## src/rtl/fc_debug_sat_counter.sv

```systemverilog
// Saturating up-counter with a variable increment, synchronous clear and
// asynchronous active-low reset. Sticks at all-ones instead of wrapping.
module fc_debug_sat_counter #(
    parameter int W     = 32,
    parameter int INC_W = 1
) (
    input  logic             clk,
    input  logic             reset_n,
    input  logic             srst,
    input  logic             en,
    input  logic [INC_W-1:0] inc,
    output logic [W-1:0]     count
);

    logic [W-1:0] count_r;
    logic [W:0]   sum_s;

    // One extra bit catches the carry out that signals saturation.
    always_comb begin
        sum_s = {1'b0, count_r} + {{(W + 1 - INC_W){1'b0}}, inc};
    end

    // Counter register: clear has priority over counting.
    always_ff @(posedge clk or negedge reset_n) begin
        if (!reset_n) begin
            count_r <= {W{1'b0}};
        end else if (srst) begin
            count_r <= {W{1'b0}};
        end else if (en) begin
            count_r <= sum_s[W] ? {W{1'b1}} : sum_s[W-1:0];
        end else begin
            count_r <= count_r;
        end
    end

    assign count = count_r;

endmodule

```

## config.mk

```make
export PLATFORM = sky130hd
export DESIGN_NAME = fc_debug_sat_counter
export DESIGN_NICKNAME = d
export VERILOG_FILES = /design/src/rtl/fc_debug_sat_counter.sv
export SDC_FILE = /design/constraint.sdc
export NUM_CORES = 1
export LEC_CHECK = 0
export CORE_MARGIN = 3
export CORE_UTILIZATION = 36
export DETAILED_ROUTE_END_ITERATION = 10
export GPL_TIMING_DRIVEN = 1
export PLACE_DENSITY_LB_ADDON = 0.15
export SETUP_SLACK_MARGIN = 0.05
export SLEW_MARGIN = 20
export SYNTH_ARGS = -nofsm -noshare
export SYNTH_HDL_FRONTEND = slang
export SYNTH_SLANG_ARGS = --single-unit
```

## constraint.sdc

```tcl
create_clock -name clk -period 6.1 [get_ports clk]
set_clock_uncertainty 0.1 [all_clocks]
set_input_delay 1.22 -clock clk [delete_from_list [all_inputs] [get_ports clk]]
set_output_delay 1.22 -clock clk [all_outputs]
set_load 0.02 [all_outputs]
```

==> impl_results.md <==
- Maxcap violations: 0
- Critical setup path kind: input pin to register
- Number of antenna repair diodes: 0
- Global route overflow: 0
- Number of enable flip-flop cells after synthesis: 0
- Wire length of the first global-routing pass: 8.845 mm
- Areal power density over the cells: 170.8 nW/um2
- Clock tree root buffer cell: sky130_fd_sc_hd__clkbuf_8
- Number of non-filler instances in the completed layout: 313
- Syn nets: 214
- Detailed-placement wirelength estimate: 3.475 mm
- Maximum number of pins on one net before global-route repair: 33
- Fraction of synthesis flops using an asynchronous set or reset pin: 100.0%
- Average detailed-routed wire length per instance: 16.22 um
- Post-route setup TNS: 0 ps
- Post-cts repair resize count: 0
- DRC violation count after routing: 0
- Post-Syn Area per Cell: 9.417 um2
- Final Core Density: 47.65%
- Synthesized cell area: 1949 um2
- Final worst setup slack: 2639 ps
- Number of buffers added for setup after CTS: 0
- Clock insertion delay at the later pin of the skew report: 290 ps
- Sequential cell area: 800.8 um2
- Max-slew headroom: 64.57%
- Number of violations reported at the end of detailed-routing iteration 0: 101
- CP required: 6200 ps
- Number of clock sinks seen by CTS: 32
- TritonCTS buffer count: 5
- Detailed-route vias per instance: 5.645
- YS warnings: 0
- Depth of the most critical reg-to-reg path: 6
- Area of the core region: 5172 um2
- Via count of the routed design: 1767
- Number of routed nets with antenna violations: 0
- GPL Wtd Cong: 0.8238
- Top cells by area in the synthesized netlist: sky130_fd_sc_hd__dfrtp_1 (41%), sky130_fd_sc_hd__nor2_1 (4.4%), sky130_fd_sc_hd__nand4_1 (4.2%)
- Pre-CTS setup slack: 2373 ps
- Area taken by multi-input logic gates: 1079 um2
- Final Critical Period: 3461 ps
- Gate count of the mapped netlist: 207
- CP Launch Type: input pin
- Tcrit/Tclk final: 56.74%
- Number of placement rows: 26
- Design Power: 0.4211 mW
- Outcome: completed
- Sequential fraction of the synthesis area: 41.08%
- Horiz. Die Dim: 79.59 um
- Placed cells: 306
- Number of levels in the clock H-tree: 2
- Worst-path maximum fanout: 19
- Post-synth top area cell: sky130_fd_sc_hd__dfrtp_1
- Overall die area: 6334 um2
- Via count of the first global-routing pass: 1718
- # nets final: 250
- Slew at the pin closest to its max-slew limit: 527.4 ps
- Top cell type's share of synthesized area: 41.08%
- Count of pins over their slew limit: 0
- Library cells used by synthesis: 45
- Worst hold slack across all endpoints: 445.5 ps
- Cell leakage power: 0.9898 nW
- Hold violation total from the final report: 0
- CTS Hold Buffers Added: 0
- Area of all placed cells without fillers: 2465 um2
- Unrepaired setup endpoints after global routing: no
- Synth Register Bits: 32
- Global-route usage over all layers: 17.60%
- Clock buffer depth: 2
- Data arrival, critical path: 3560 ps
- Maximum vdd ir drop: 0.07598 mV
- Finish-stage setup viols: 0
- Aggregate routed wire length: 5.078 mm
- Growth of design area from synthesis to finish: 26.44%
- Max Clock Freq: 288.9 MHz
- Dominant register cell in the synthesized netlist: sky130_fd_sc_hd__dfrtp_1
- Pre-antenna DRT Iters: 4
- Hold Crit Class: register to register
- Ports placed on the boundary: 37
- Clock slew at the register clock pins of the worst setup and hold paths: 70 ps
- Fraction of layout instances using a drive strength above 1: 13.17%
- Number of antenna violations at the first check in global routing: 0
- Fill cell instance count of the final layout: 497
- Number of cells traversed by the worst hold path: 1
- Standard cell area after detailed placement: 2369 um2
- Die Ht: 79.59 um
- Initial Util: 37.69%
- Max FFs per register: 32
- Clock tree from TritonCTS: yes
- # port buffers: 36
- Critical path endpoint category: register
## critical path, stage by stage
cell,delay [ps]
sky130_fd_sc_hd__clkdlybuf4s50_1,500
sky130_fd_sc_hd__ha_1,240
sky130_fd_sc_hd__nand4_1,210
sky130_fd_sc_hd__nor4_4,450
sky130_fd_sc_hd__nand3_2,410
sky130_fd_sc_hd__and2_4,310
sky130_fd_sc_hd__nor4_4,230
## logic make-up (layout without fill, tap and decap cells)
family / after synthesis / after routing / synth area share, %
and+or+nand+nor: 101 / 101 / 31.32
adders and majority gates: 2 / 2 / 1.283
AOI/OAI and AO/OA: 54 / 54 / 21.12
DFF: 32 / 32 / 41.08
buffers and inverters: 15 / 51 / 3.594
muxes: 3 / 3 / 1.605
## synthesized netlist by cell type, types with 2 or more instances
cell type / instances
sky130_fd_sc_hd__nand3_1: 11
sky130_fd_sc_hd__o211a_1: 3
sky130_fd_sc_hd__o221a_2: 3
sky130_fd_sc_hd__a21oi_1: 12
sky130_fd_sc_hd__and4_1: 2
sky130_fd_sc_hd__mux2i_1: 2
sky130_fd_sc_hd__a211oi_2: 4
sky130_fd_sc_hd__inv_1: 3
sky130_fd_sc_hd__nor3_1: 9
sky130_fd_sc_hd__o21a_1: 5
sky130_fd_sc_hd__nor4_4: 2
sky130_fd_sc_hd__nor2_1: 23
sky130_fd_sc_hd__a41oi_1: 3
sky130_fd_sc_hd__ha_1: 2
sky130_fd_sc_hd__clkinv_1: 2
sky130_fd_sc_hd__clkbuf_1: 5
sky130_fd_sc_hd__nand2_1: 15
sky130_fd_sc_hd__a31oi_1: 10
sky130_fd_sc_hd__and4_2: 2
sky130_fd_sc_hd__dfrtp_1: 32
sky130_fd_sc_hd__and3_1: 7
sky130_fd_sc_hd__and2_1: 2
sky130_fd_sc_hd__or2_2: 2
sky130_fd_sc_hd__a211oi_1: 5
sky130_fd_sc_hd__nor2b_1: 5
sky130_fd_sc_hd__o21ai_0: 5
sky130_fd_sc_hd__nand4_1: 13
## final timing paths
path                           start   endpoint  slack, ps
min                        count[31]  count[31]        450
max                              inc  count[22]       2640
min reg2reg                count[31]  count[31]        450
max reg2reg                 count[0]  count[22]       3650
max in group asynchronous    reset_n  count[30]       4350
min in group asynchronous    reset_n  count[15]       1240
## per-layer routing
| metal | track usage, % | part of all wire (%) |
|---|---|---|
| met1 | 25.32 | 50 |
| met2 | 26.63 | 44 |
| met3 | 3.725 | 4.0 |
| met4 | 4.639 | 1.2 |
| met5 | 0 | 0 |
## where the power goes
| group | switching (mW) | internal, mW |
|---|---|---|
| logic | 0.0178 | 0.00813 |
| registers | 0.00116 | 0.213 |
| clock network | 0.0806 | 0.100 |
| total | 0.0996 | 0.322 |
## cells in the final DEF, fill, tap and decap left out, types with 2 or more instances in the layout
cell type                          n
sky130_fd_sc_hd__nor4_4            2
sky130_fd_sc_hd__o21a_1            5
sky130_fd_sc_hd__or2_2             2
sky130_fd_sc_hd__clkinv_1          2
sky130_fd_sc_hd__a211oi_2          4
sky130_fd_sc_hd__nand2_1          15
sky130_fd_sc_hd__o211a_1           3
sky130_fd_sc_hd__nor2b_1           5
sky130_fd_sc_hd__buf_4             3
sky130_fd_sc_hd__inv_1             3
sky130_fd_sc_hd__a211oi_1          5
sky130_fd_sc_hd__nor2_1           23
sky130_fd_sc_hd__a41oi_1           3
sky130_fd_sc_hd__clkbuf_8          7
sky130_fd_sc_hd__o21ai_0           5
sky130_fd_sc_hd__and4_2            2
sky130_fd_sc_hd__dfrtp_1          32
sky130_fd_sc_hd__and3_1            7
sky130_fd_sc_hd__ha_1              2
sky130_fd_sc_hd__nor3_1            9
sky130_fd_sc_hd__a21oi_1          12
sky130_fd_sc_hd__and2_1            2
sky130_fd_sc_hd__a31oi_1          10
sky130_fd_sc_hd__nand3_1          11
sky130_fd_sc_hd__clkdlybuf4s50_1  36
sky130_fd_sc_hd__o221a_2           3
sky130_fd_sc_hd__nand4_1          13
sky130_fd_sc_hd__mux2i_1           2
sky130_fd_sc_hd__and4_1            2
## cell type report
class,instances,share of cell area [%]
well taps,70,3.553
clock buffers,7,3.909
inverters,5,0.7614
multi-input cells,160,43.76
flip-flops and latches,32,32.49
repair buffers,39,15.53
Note: power is estimated with default switching activity, not from simulation.
